## config.mk

```make
export PLATFORM = sky130hd
export DESIGN_NAME = modn_counter
export DESIGN_NICKNAME = d
export VERILOG_FILES = /design/src/rtl/modn_counter.sv
export SDC_FILE = /design/constraint.sdc
export NUM_CORES = 1
export LEC_CHECK = 0
export CAP_MARGIN = 40
export CORE_MARGIN = 2
export CORE_UTILIZATION = 40
export CTS_CLUSTER_DIAMETER = 200
export DETAILED_ROUTE_END_ITERATION = 10
export PLACE_DENSITY_LB_ADDON = 0.25
export SYNTH_ARGS = -nofsm -noshare
export SYNTH_HDL_FRONTEND = slang
export SYNTH_SLANG_ARGS = --single-unit
```

## constraint.sdc

```tcl
create_clock -name clk -period 2.5 [get_ports clk]
set_input_delay 0.25 -clock clk [delete_from_list [all_inputs] [get_ports clk]]
set_output_delay 0.25 -clock clk [all_outputs]
set_load 0.005 [all_outputs]
```

## src/rtl/modn_counter.sv

```systemverilog
// -----------------------------------------------------------------------------
// modn_counter
//
// Parametrised modulo-N counter with a runtime modulus, up/down direction,
// count enable, synchronous load, a combinational terminal-count strobe for
// chaining, and a saturating wrap-event counter.
//
// Optional feature macro: MODN_CNT_PRESCALE_EN
//   When defined, an internal prescaler counts enabled cycles and only every
//   PRESCALE-th enabled cycle performs a count step. When undefined, every
//   enabled cycle is a step cycle and PRESCALE is ignored.
//
// Parameters:
//   WIDTH    - count register width; legal modulus 1..2^WIDTH-1
//   WRAP_W   - width of the saturating wrap-event counter
//   PRESCALE - enabled cycles per count step (prescaler build only, >= 1)
//
// Ports:
//   clk      - clock, rising edge
//   rst      - synchronous, active-high reset
//   en       - count enable
//   up_dn    - 1 = count up, 0 = count down
//   load     - synchronous load of load_val (clamped to N-1)
//   load_val - value to load
//   mod_val  - runtime modulus N; count range 0..N-1
//   clr_wrap - synchronous clear of wrap_cnt
//   count    - registered count
//   tc       - terminal-count strobe, high in step cycles that wrap
//   wrap_cnt - saturating number of wraps since reset or clear
// -----------------------------------------------------------------------------
module modn_counter #(
    parameter int WIDTH    = 3,
    parameter int WRAP_W   = 8,
    parameter int PRESCALE = 4
) (
    input  logic              clk,
    input  logic              rst,
    input  logic              en,
    input  logic              up_dn,
    input  logic              load,
    input  logic [WIDTH-1:0]  load_val,
    input  logic [WIDTH-1:0]  mod_val,
    input  logic              clr_wrap,
    output logic [WIDTH-1:0]  count,
    output logic              tc,
    output logic [WRAP_W-1:0] wrap_cnt
);

    localparam logic [WIDTH-1:0] ONE     = WIDTH'(1);
    localparam int               PS_LAST = (PRESCALE > 1) ? PRESCALE - 1 : 0;

    // Saturating increment for the wrap-event counter.
    function automatic logic [WRAP_W-1:0] sat_inc(input logic [WRAP_W-1:0] v);
        return (&v) ? v : v + WRAP_W'(1);
    endfunction

    // Clamp a load value into 0..N-1; N of 0 or 1 forces 0.
    function automatic logic [WIDTH-1:0] clamp_load(input logic [WIDTH-1:0] v,
                                                    input logic [WIDTH-1:0] last,
                                                    input logic             degen);
        if (degen)
            return '0;
        return (v > last) ? last : v;
    endfunction

    logic [WIDTH-1:0] last_val;    // N-1, only meaningful when N >= 2
    logic             degen;       // N is 0 or 1
    logic             presc_done;  // prescaler allows a step this cycle
    logic             step;
    logic             wrap;        // the step (if taken) would wrap
    logic [WIDTH-1:0] step_val;

    // N-1 wraps to all-ones for N=0; degen guards every use of last_val.
    assign last_val = mod_val - ONE;
    assign degen    = (mod_val <= ONE);

`ifdef MODN_CNT_PRESCALE_EN
    localparam int PW = (PRESCALE > 1) ? $clog2(PRESCALE) : 1;

    logic [PW-1:0] presc;

    assign presc_done = (presc == PW'(PS_LAST));

    always_ff @(posedge clk) begin
        if (rst || load)
            presc <= '0;
        else if (en)
            presc <= presc_done ? '0 : presc + PW'(1);
    end
`else
    // No prescaler: every enabled cycle is a step cycle.
    assign presc_done = (PS_LAST >= 0);
`endif

    assign step = en && !load && !rst && presc_done;

    always_comb begin
        step_val = count;
        wrap     = 1'b0;
        if (degen) begin
            step_val = '0;
            wrap     = 1'b1;
        end else if (up_dn) begin
            // ">=" also catches a count left above N-1 by a lowered modulus.
            if (count >= last_val) begin
                step_val = '0;
                wrap     = 1'b1;
            end else begin
                step_val = count + ONE;
            end
        end else begin
            if (count == '0) begin
                step_val = last_val;
                wrap     = 1'b1;
            end else if (count > last_val) begin
                // Out of range after a modulus change: snap to top, no wrap.
                step_val = last_val;
            end else begin
                step_val = count - ONE;
            end
        end
    end

    assign tc = step && wrap;

    always_ff @(posedge clk) begin
        if (rst)
            count <= '0;
        else if (load)
            count <= clamp_load(load_val, last_val, degen);
        else if (step)
            count <= step_val;
    end

    always_ff @(posedge clk) begin
        if (rst || clr_wrap)
            wrap_cnt <= '0;
        else if (tc)
            wrap_cnt <= sat_inc(wrap_cnt);
    end

endmodule

```

==> metrics.txt, run 1 <==
CP max FO=11; data required time of the worst path=between 2 and 3 ns; run status=finished clean; post-synthesis adder-cell area fraction=0.09270; DR vias=1272; layout cell share with drive strength beyond 1=0.1798; share of synthesized area spent on multiplexers=0.03708; flops & latches, synth=11; global routing usage summed across all routing layers=0.2181; vias per cell=6.115; Simple-Gate Fraction of Synth Area=0.2410; fin cells=208; r2r endpoint=wrap_cnt[4]; pin count of the biggest net entering global routing=12; number of optimization iterations in the first detailed-route pass=4; Max H-tree Level=1; WHS Path Cells=2; antenna cell count=0; worst hold path type=reg2reg; Synth Area per Inst=roughly 7.7 um^2; combined area of all synthesized cells=0.001080 mm^2; clk_lat worst skew=0.27 ns; total die area=0.003131 mm^2; share of the cycle needed by the critical path after routing=0.9673; Power, Total=0.5681 mW; number of nets produced by synthesis=160; Num CTS Buffers=3; max_slew headroom=0.6697; data arrival time of the critical path=2.62 ns; number of remaining DRC errors=0; hold violation total from the final report=0; maximum count of clock buffers along a single path=2; # clock sinks=11; count of cells along the worst register-to-register path=8; reg2reg start=count[0]; Routability Congestion=0.9105; clock period minus final worst setup slack=2.418 ns; detail-routed net length per standard cell=16.07 um; endpoint with the worst hold slack=wrap_cnt[5]; final standard cell area without fillers=0.001510 mm^2; P per Cell Area=376.2 mW/mm^2; antenna viol nets, final=0; violation count after the first detailed-routing iteration=52; skew final=0.003111 ns; peak supply drop=0.3023 mV; max-cap violations=0; global-route wire length before repair=~5500 um; number of global-route vias before repair=1206; placed wire-length estimate after detailed placement=2474 um; final-report setup violation count=0; fillcell total=between 200 and 250; type of destination of the critical path=register; number of buffers inserted by hold repair at cts=0; Leak Pwr=roughly 0.56 nW; Cells after Synth=140; startpoint of the tightest hold check path=wrap_cnt[5]; setup slack of the critical path after layout=between 0.08 and 0.09 ns; main flop type after synthesis=sky130_fd_sc_hd__dfxtp_1; width of the die=about 56 um; Reg2Reg Setup Slack=0.15 ns; wirelength, routed=3342 um; Placed Area=0.001424 mm^2; Top Ports=24; number of max-slew violations in the final report=0; number of synthesis warnings=0; transition time at the pin with the least slew margin=0.4917 ns; Synth Area in XOR/XNOR=0.03013; async set-or-reset flop fraction in the synthesized netlist=0; buffer type at the clock tree root=sky130_fd_sc_hd__clkbuf_4; sequential cell area fraction in the yosys report=0.2039; initial antenna violation count=0; total gr overflow=0; Layout Utilization=0.5987; die span in y=between 50 and 60 um; number of placed instances with taps included=202; CTS tree=built; effective utilization at floorplan=0.4281; distinct cell type count of the synthesized netlist=47; number of nets in the finished design=199; Worst Setup Slack post-DPL=-0.1719 ns; setup repair after global routing missed its margin=false; Std-Cell Core Area=0.002522 mm^2; Achievable Freq=approximately 0.41 GHz; Std-Cell Rows=18; classification of the worst setup path=in2reg; clock-pin transition on the worst setup and hold timing paths=0.08 ns; type of element launching the critical path=primary input; largest family of logic cells by synthesized area=compound AO/OA/AOI/OAI gates; compound-cell area share of the yosys netlist=0.3268; synthesis-to-finish area growth=39.86%; Port Buffers=23; number of enable flip-flop cells after synthesis=0
[power by group]
part | switching [mW] | internal, mW
Sequential | 0.00718 | 0.179
Combinational | 0.133 | 0.122
Clock | 0.0656 | 0.0618
Total | 0.205 | 0.363
[cell usage in the layout, fill, tap and decap left out, types with 2 or more instances in the layout]
cell type and instances:
sky130_fd_sc_hd__clkdlybuf4s50_1 22, sky130_fd_sc_hd__buf_4 17, sky130_fd_sc_hd__a21oi_1 14, sky130_fd_sc_hd__dfxtp_1 11, sky130_fd_sc_hd__nor2_1 10, sky130_fd_sc_hd__inv_1 9
sky130_fd_sc_hd__o21ai_0 9, sky130_fd_sc_hd__nand2_1 7, sky130_fd_sc_hd__ha_1 6, sky130_fd_sc_hd__nand4_1 5, sky130_fd_sc_hd__mux2i_1 4, sky130_fd_sc_hd__a31oi_1 4
sky130_fd_sc_hd__o31ai_1 4, sky130_fd_sc_hd__or3_1 3, sky130_fd_sc_hd__nand3_1 3, sky130_fd_sc_hd__nor4_1 3, sky130_fd_sc_hd__a311oi_1 3, sky130_fd_sc_hd__or4_1 3
sky130_fd_sc_hd__clkbuf_4 3, sky130_fd_sc_hd__nand2b_1 2, sky130_fd_sc_hd__nor3b_2 2, sky130_fd_sc_hd__o21a_1 2, sky130_fd_sc_hd__o211ai_1 2, sky130_fd_sc_hd__nor3_1 2
sky130_fd_sc_hd__a211oi_1 2, sky130_fd_sc_hd__ha_4 2
[sequential cells by signal, indices dropped and copies added (netlist names)]
| register | count |
|---|---|
| wrap_cnt | 8 |
| count | 3 |
[critical path, stage by stage]
cell and delay, ns:
sky130_fd_sc_hd__clkdlybuf4s50_1 0.47, sky130_fd_sc_hd__inv_1 0.11, sky130_fd_sc_hd__ha_4 0.31, sky130_fd_sc_hd__nor3b_2 0.06
sky130_fd_sc_hd__o32ai_2 0.34, sky130_fd_sc_hd__a31oi_2 0.18, sky130_fd_sc_hd__buf_4 0.20, sky130_fd_sc_hd__or4_1 0.51
sky130_fd_sc_hd__a21oi_1 0.17
[layer usage]
layer / wire (um) / global-route usage / part of all wire / up-vias
met5: 0 / 0 / 0 / -
met4: 57 / 0.06122 / 0.017 / 0
met3: 192 / 0.04186 / 0.057 / 7
met2: 1597 / 0.3656 / 0.48 / 56
met1: 1493 / 0.2849 / 0.45 / 589
li1: - / - / - / 620
[cells in the mapped netlist (2+ instances only)]
| cell | number | area [um^2] |
|---|---|---|
| sky130_fd_sc_hd__a211oi_1 | 2 | 15.01 |
| sky130_fd_sc_hd__o21ai_0 | 9 | 45.04 |
| sky130_fd_sc_hd__a31oi_1 | 5 | 31.28 |
| sky130_fd_sc_hd__o211ai_1 | 2 | 15.01 |
| sky130_fd_sc_hd__nand4_1 | 5 | 31.28 |
| sky130_fd_sc_hd__o31ai_1 | 4 | 30.03 |
| sky130_fd_sc_hd__nand2_1 | 7 | 26.28 |
| sky130_fd_sc_hd__nor3_1 | 3 | 15.01 |
| sky130_fd_sc_hd__o21a_1 | 2 | 15.01 |
| sky130_fd_sc_hd__mux2i_1 | 4 | 40.04 |
| sky130_fd_sc_hd__nor4_1 | 3 | 18.77 |
| sky130_fd_sc_hd__or4_1 | 3 | 22.52 |
| sky130_fd_sc_hd__a21oi_1 | 14 | 70.07 |
| sky130_fd_sc_hd__or3_1 | 3 | 18.77 |
| sky130_fd_sc_hd__nor3b_1 | 3 | 22.52 |
| sky130_fd_sc_hd__inv_1 | 9 | 33.78 |
| sky130_fd_sc_hd__a311oi_1 | 3 | 26.28 |
| sky130_fd_sc_hd__dfxtp_1 | 11 | 220.2 |
| sky130_fd_sc_hd__nand2b_1 | 2 | 12.51 |
| sky130_fd_sc_hd__nor2_1 | 10 | 37.54 |
| sky130_fd_sc_hd__nand3_1 | 3 | 15.01 |
| sky130_fd_sc_hd__ha_1 | 8 | 100.1 |
[stage by stage]
step                      TNS (ns)  hold WS, ns
after floorplan                  0       0.3221
after global placement     -0.2792       0.4892
after detailed placement   -0.5949       0.5240
after CTS                        0       0.5347
after global routing             0       0.5731
final                            0       0.5292
[cells by family (layout without fill, tap and decap cells)]
kind of cell    Yosys count  in the layout
simple gates             47             47
buf+inv                  16             54
compound gates           52             52
fa+ha+maj                 8              8
flops                    11             11
xor+xnor                  2              2
mux                       4              4
[repair_timing]
action,CTS,global route
pin swaps,2,2
setup endpoints to repair,1,1
endpoints found under the hold margin,0,0
resized for setup,7,0
setup buffers,1,1
[layout make-up]
cell class                 count  area [um^2]  area share
clock buffer                   4        26.28     0.01740
inverter                      10        37.54     0.02485
multi-input combinational    113        832.0      0.5510
sequential                    11        220.2      0.1458
tap                           30        37.54     0.02485
timing repair buffer          40        356.6      0.2361
[how the worst max path moves through the flow]
stage	from	to	slack (ns)	depth (start not counted)
floorplan	count[0]	wrap_cnt[2]	0.38	8
global placement	mod_val[0]	tc	-0.13	8
detailed placement	mod_val[0]	tc	-0.17	8
CTS	mod_val[0]	tc	0.11	8
global route	mod_val[0]	tc	0.002	8
finish	mod_val[0]	wrap_cnt[4]	0.08	9
Power figures use the tool's default switching activity.
==> run 2, diff against run 1 <==
CTS_CLUSTER_SIZE = 28   (was unset)
GPL_TIMING_DRIVEN = 0   (was unset)
==> run 2 against run 1 <==
  * Combinational power fell by 8.7%
  * Flip-flop and latch count did not move
  * Clock power barely moved
==> metrics.txt, run 2 (synthesis gave the netlist of run 1 again) <==
sum of routed wire segments on met1=1392 um (-6.8%); setup slack of the critical path after layout=0.1006 ns (+0.01896 ns); met2 wire length=1429 um (-11%); met3 wire length=190 um (-1.0%); number of global-route vias before repair=1137 (-5.7%); global-route wire length before repair=4919 um (-11%); Routability Congestion=0.9002 (-1.1%); fin cells=199 (-4.3%); number of max-slew violations in the final report=0 (unchanged); highest metal layer with signal wires=met4; type of element launching the critical path=primary input; combinational group share of total power=0.423 (-0.025); WP buf/inv=5 (+2); clock-pin transition on the worst setup and hold timing paths=0.08 ns (about the same); synthesis-to-finish area growth=35.34%; internal power of the cells=0.3487 mW (-3.9%); share of the cycle needed by the critical path after routing=0.9598 (-0.007585); Crit path max-delay family=buffers and inverters; worst hold path type=in2reg; Sw Share=0.3658 (+0.004404); global routing usage summed across all routing layers=0.1950 (-0.02311); max-cap violations=0 (unchanged); antenna viol nets, final=0 (unchanged); number of placed instances with taps included=192 (-5.0%); buffer type at the clock tree root=sky130_fd_sc_hd__clkbuf_4; effective utilization at floorplan=0.4281 (unchanged); classification of the worst setup path=in2reg; number of nets in the finished design=190 (-4.5%); data required time of the worst path=2.72 ns (+0.02 ns); layout cell share with drive strength beyond 1=0.1538 (-0.02593); Largest register FFs=8 (unchanged); largest registers ranked by flip-flop count=wrap_cnt: 8 flops, count: 3 flops; placed wire-length estimate after detailed placement=2250 um (-9.1%); Flop pwr share=0.342 (+0.014); Num CTS Buffers=3 (unchanged); cell breakdown of the critical path=dlygate4sd2_1 > inv_1 > ha_4 > buf_6 > nor3b_2 > o32ai_2 > a31oi_2 > buf_6 > buf_4 > or4_1 > a21oi_1; Slowest cell on crit path=sky130_fd_sc_hd__or4_1; max_slew headroom=0.6870 (+0.01735); Worst Setup Slack post-DPL=-0.6691 ns (-0.4972 ns); part of the power in the clock network=0.235 (+0.011); width of the die=55.96 um (unchanged); detail-routed net length per standard cell=15.42 um (-4.0%); hold violation total from the final report=0 (unchanged); run status=finished clean; CTS tree=built; total gr overflow=0 (unchanged); largest register by flop count=wrap_cnt; wirelength, routed=3068 um (-8.2%); initial antenna violation count=0 (unchanged); Std-Cell Rows=18 (unchanged); vias per cell=6.156 (+0.66%); antenna cell count=0 (unchanged); Leak Pwr=0.5227 nW (-6.0%); Port Buffers=22 (-4.3%); # clock sinks=11 (unchanged); clk_lat worst skew=0.28 ns (about the same); maximum count of clock buffers along a single path=2 (unchanged); Achievable Freq=0.4168 GHz (+0.79%); violation count after the first detailed-routing iteration=43 (-17%); Std-Cell Core Area=0.002522 mm^2 (unchanged); pin count of the biggest net entering global routing=11 (-1); clock period minus final worst setup slack=2.399 ns (-0.01896 ns); final-report setup violation count=0 (unchanged); crit-path most repeated cell=sky130_fd_sc_hd__buf_6; highest-count cells in the layout ignoring fill and taps=19 x sky130_fd_sc_hd__clkdlybuf4s50_1, 14 x sky130_fd_sc_hd__a21oi_1, 10 x sky130_fd_sc_hd__nor2_1, 10 x sky130_fd_sc_hd__dfxtp_1, 9 x sky130_fd_sc_hd__o21ai_0; Placed Area=0.001338 mm^2 (-6.1%); die span in y=55.96 um (unchanged); final standard cell area without fillers=0.001461 mm^2 (-3.2%); data arrival time of the critical path=2.62 ns (about the same); P per Cell Area=376.2 mW/mm^2 (about the same); peak supply drop=0.3007 mV (-0.52%); most common library cell in the layout ignoring fill and taps=sky130_fd_sc_hd__clkdlybuf4s50_1; Max H-tree Level=1 (unchanged); total die area=0.003131 mm^2 (unchanged); transition time at the pin with the least slew margin=0.4658 ns (-0.02583 ns); skew final=0.006256 ns (+0.003144 ns); type of destination of the critical path=register; stage delay of the slowest cell on the critical path=0.47 ns (-0.04 ns); CP max FO=7 (-4); setup repair after global routing missed its margin=false; worst slack on hold paths=0.4226 ns (-0.1066 ns); Net Sw Power=0.2011 mW (-2.0%); DR vias=1225 (-3.7%); Top Ports=24 (unchanged); number of optimization iterations in the first detailed-route pass=4 (unchanged); Fin Setup TNS=0 ns (unchanged); number of remaining DRC errors=0 (unchanged)
## run 2: cell types whose count changed in the layout (fill, tap and decap cells not counted), sizes merged
cell | previous run | this run
clkdlybuf4s50 | 22 | 19
clkbuf | 4 | 6
buf | 17 | 8
dlymetal6s2s | 0 | 1
## run 2: timing repair
action / CTS / global route
hold endpoints to repair: 0 / 0
setup buffers: 3 / 0
pin swaps: 2 / 3
endpoints found under the setup margin: 3 / 5
hold buffers: 0 / 0
resized for setup: 11 / 8
## run 2: per-stage QoR
step,utilization,power [mW]
after floorplan,-,0.3253
after global placement,0.5303,0.3841
after detailed placement,0.5303,0.3907
after CTS,0.5580,0.5351
after global routing,0.5794,0.5811
final,0.5794,0.5498
## run 2: final timing paths
path | from | end | slack (ns) | cells after the start
max | mod_val[0] | wrap_cnt[2] | 0.10 | 11
min | load | count[0] | 0.42 | 3
max reg2reg | count[0] | wrap_cnt[2] | 0.18 | 9
min reg2reg | wrap_cnt[5] | wrap_cnt[5] | 0.50 | 2
## run 2: power groups by stage
stage / combinational (mW) / sequential (mW) / clock, mW
after CTS: 0.217 / 0.188 / 0.130
after detailed placement: 0.199 / 0.192 / 0
after global routing: 0.254 / 0.190 / 0.137
final: 0.232 / 0.188 / 0.129
after floorplan: 0.136 / 0.190 / 0
after global placement: 0.193 / 0.192 / 0
## run 2: cell type report
| type | instances | area (um^2) |
|---|---|---|
| inverter | 10 | 37.54 |
| buffer | 6 | 40.04 |
| sequential | 11 | 221.5 |
| clock buffer | 4 | 26.28 |
| fill | 235 | 1061 |
| multi-input combinational | 113 | 859.6 |
| tap | 30 | 37.54 |
| timing repair buffer | 25 | 239.0 |
## run 2: layer usage
metal / vias to the layer above / global-route usage
li1: 602 / -
met5: - / 0
met3: 7 / 0.05349
met2: 42 / 0.3299
met1: 574 / 0.2398
met4: 0 / 0.06122
## run 2: worst min-delay path, stage by stage
cell                       delay, ns
sky130_fd_sc_hd__clkbuf_2       0.16
sky130_fd_sc_hd__a21oi_1        0.15
sky130_fd_sc_hd__a311oi_1       0.09
==> run 3, diff against run 2 <==
CORE_MARGIN = 5   (was 2)
PLACE_DENSITY = 0.66   (was unset)
PLACE_DENSITY_LB_ADDON = unset   (was 0.25)
==> run 3 against run 2 <==
  * Critical path depth unchanged
  * Hold slack got worse by 0.0062 ns
  * Wire length increased by 6.6%
  * Register-to-register slack got worse by 0.03 ns
  * Combinational power increased by 3%
  * Global-route usage decreased by 2.2 points
  * Critical endpoint unchanged
  * Largest power group unchanged
==> metrics.txt, run 3 (synthesis gave the netlist of run 1 again) <==
run status=finished clean; Power, Total=0.5583 mW (+1.5%); number of nets in the finished design=192 (+1.1%); start point of the critical path=mod_val[1]; antenna viol nets, final=0 (unchanged); type of element launching the critical path=primary input; share of the cycle needed by the critical path after routing=0.9743 (+0.01456); Sw Share=0.3649 (-0.0008943); buffer type at the clock tree root=sky130_fd_sc_hd__clkbuf_4; Fin Setup TNS=0 ns (unchanged); stage delay of the slowest cell on the critical path=0.48 ns (about the same); width of the die=61.96 um (+11%); number of remaining DRC errors=0 (unchanged); largest register by flop count=wrap_cnt; number of optimization iterations in the first detailed-route pass=4 (unchanged); Leak Pwr=0.5208 nW (-0.37%); cell breakdown of the critical path=clkdlybuf4s50_1 > inv_1 > ha_4 > buf_6 > nor3b_2 > o32ai_2 > a31oi_2 > buf_6 > buf_4 > or4_4 > a21oi_2; number of global-route vias before repair=1138 (+0.088%); Largest register FFs=8 (unchanged); wirelength, routed=3270 um (+6.6%); max-cap violations=0 (unchanged); Worst Setup Slack post-DPL=-0.7231 ns (-0.05398 ns); global routing usage summed across all routing layers=0.1732 (-0.02178); type of destination of the critical path=register; max_slew headroom=0.6940 (+0.006952); fin cells=201 (+1.0%); P per Cell Area=378.4 mW/mm^2 (+0.59%); WP buf/inv=5 (unchanged); global-route wire length before repair=5050 um (+2.7%); internal power of the cells=0.3545 mW (+1.7%); Std-Cell Core Area=0.002522 mm^2 (unchanged); antenna cell count=0 (unchanged); clk_lat worst skew=0.28 ns (about the same); Net Sw Power=0.2037 mW (+1.3%); Slowest cell on crit path=sky130_fd_sc_hd__clkdlybuf4s50_1; final-report setup violation count=0 (unchanged); CTS tree=built; effective utilization at floorplan=0.4281 (unchanged); setup slack of the critical path after layout=0.06420 ns (-0.03641 ns); layout cell share with drive strength beyond 1=0.1696 (+0.01574); Max H-tree Level=1 (unchanged); CP max FO=9 (+2); highest-count cells in the layout ignoring fill and taps=20 x sky130_fd_sc_hd__clkdlybuf4s50_1, 13 x sky130_fd_sc_hd__a21oi_1, 10 x sky130_fd_sc_hd__nor2_1, 10 x sky130_fd_sc_hd__dfxtp_1; skew final=0.007233 ns (+0.0009774 ns); hold violation total from the final report=0 (unchanged); Top Ports=24 (unchanged); most common library cell in the layout ignoring fill and taps=sky130_fd_sc_hd__clkdlybuf4s50_1; final standard cell area without fillers=0.001475 mm^2 (+0.94%); violation count after the first detailed-routing iteration=48 (+12%); DR vias=1255 (+2.4%); synthesis-to-finish area growth=36.62%; detail-routed net length per standard cell=16.27 um (+5.5%); Flop pwr share=0.338 (-0.004); initial antenna violation count=0 (unchanged); reg2reg start=count[0]; Layout Utilization=0.5848 (+0.005456); total die area=0.003838 mm^2 (+23%); transition time at the pin with the least slew margin=0.4555 ns (-0.01035 ns); data required time of the worst path=2.71 ns (about the same); pin count of the biggest net entering global routing=11 (unchanged); Achievable Freq=0.4105 GHz (-1.5%); startpoint of the tightest hold check path=load; clock-pin transition on the worst setup and hold timing paths=0.07 ns (about the same); data arrival time of the critical path=2.65 ns (+0.03 ns); # clock sinks=11 (unchanged); number of buffers inserted by hold repair at cts=0 (unchanged); combinational group share of total power=0.430 (+0.007); number of placed instances with taps included=192 (unchanged); maximum count of clock buffers along a single path=2 (unchanged); clock period minus final worst setup slack=2.436 ns (+0.03641 ns); part of the power in the clock network=0.232 (-0.003); vias per cell=6.244 (+1.4%); number of max-slew violations in the final report=0 (unchanged); Port Buffers=22 (unchanged); total gr overflow=0 (unchanged); worst hold path type=in2reg; Crit path max-delay family=buffers and inverters; classification of the worst setup path=in2reg; Std-Cell Rows=18 (unchanged); worst slack on hold paths=0.4164 ns (-0.006197 ns); Routability Congestion=0.8806 (-2.2%); Reg2Reg Setup Slack=0.15 ns (-0.03 ns); crit-path most repeated cell=sky130_fd_sc_hd__buf_6; Placed Area=0.001338 mm^2 (unchanged); die span in y=61.96 um (+11%); largest registers ranked by flip-flop count=wrap_cnt: 8 flops, count: 3 flops; placed wire-length estimate after detailed placement=2416 um (+7.4%); Num CTS Buffers=3 (unchanged); peak supply drop=0.2913 mV (-3.1%)
==> run 3: what timing repair did <==
action	4_1_cts	5_1_grt
setup endpoints to repair	4	4
buffers inserted	3	1
cloned	0	1
gates resized for setup	12	6
pin swaps	2	3
==> run 3: metal layers <==
layer / vias to the layer above / GRT usage / wire length [um]
met4: 0 / 0.04848 / 17
met1: 600 / 0.2342 / 1549
li1: 610 / - / -
met3: 4 / 0.04339 / 230
met5: - / 0 / 0
met2: 41 / 0.2722 / 1473
==> run 3: worst reg2reg max path, stage by stage (launching register included) <==
cell	delay, ns
sky130_fd_sc_hd__dfxtp_2	0.40
sky130_fd_sc_hd__inv_1	0.14
sky130_fd_sc_hd__ha_4	0.32
sky130_fd_sc_hd__nor3b_2	0.05
sky130_fd_sc_hd__o32ai_2	0.34
sky130_fd_sc_hd__a31oi_2	0.16
sky130_fd_sc_hd__buf_6	0.14
sky130_fd_sc_hd__buf_4	0.16
sky130_fd_sc_hd__or4_4	0.48
sky130_fd_sc_hd__a21oi_2	0.12
==> run 3: power groups by stage <==
stage                     combinational (mW)  sequential, mW  clock (mW)
final                                  0.240           0.189       0.129
after floorplan                        0.136           0.190           0
after global placement                 0.194           0.192           0
after detailed placement               0.200           0.192           0
after global routing                   0.262           0.190       0.136
after CTS                              0.222           0.188       0.131
==> run 3: layout make-up <==
cell class / count / area (um^2)
well taps: 30 / 37.54
clock buffers: 4 / 26.28
plain buffers: 6 / 40.04
repair buffers: 27 / 249.0
flip-flops and latches: 11 / 221.5
inverters: 10 / 37.54
multi-input cells: 113 / 863.3
fillers: 251 / 1047
==> run 3: worst paths after layout <==
kind                      end  cells past startpoint
hold reg to reg   wrap_cnt[5]                      2
setup / recovery  wrap_cnt[2]                     11
hold / removal       count[0]                      3
setup reg to reg  wrap_cnt[2]                      9
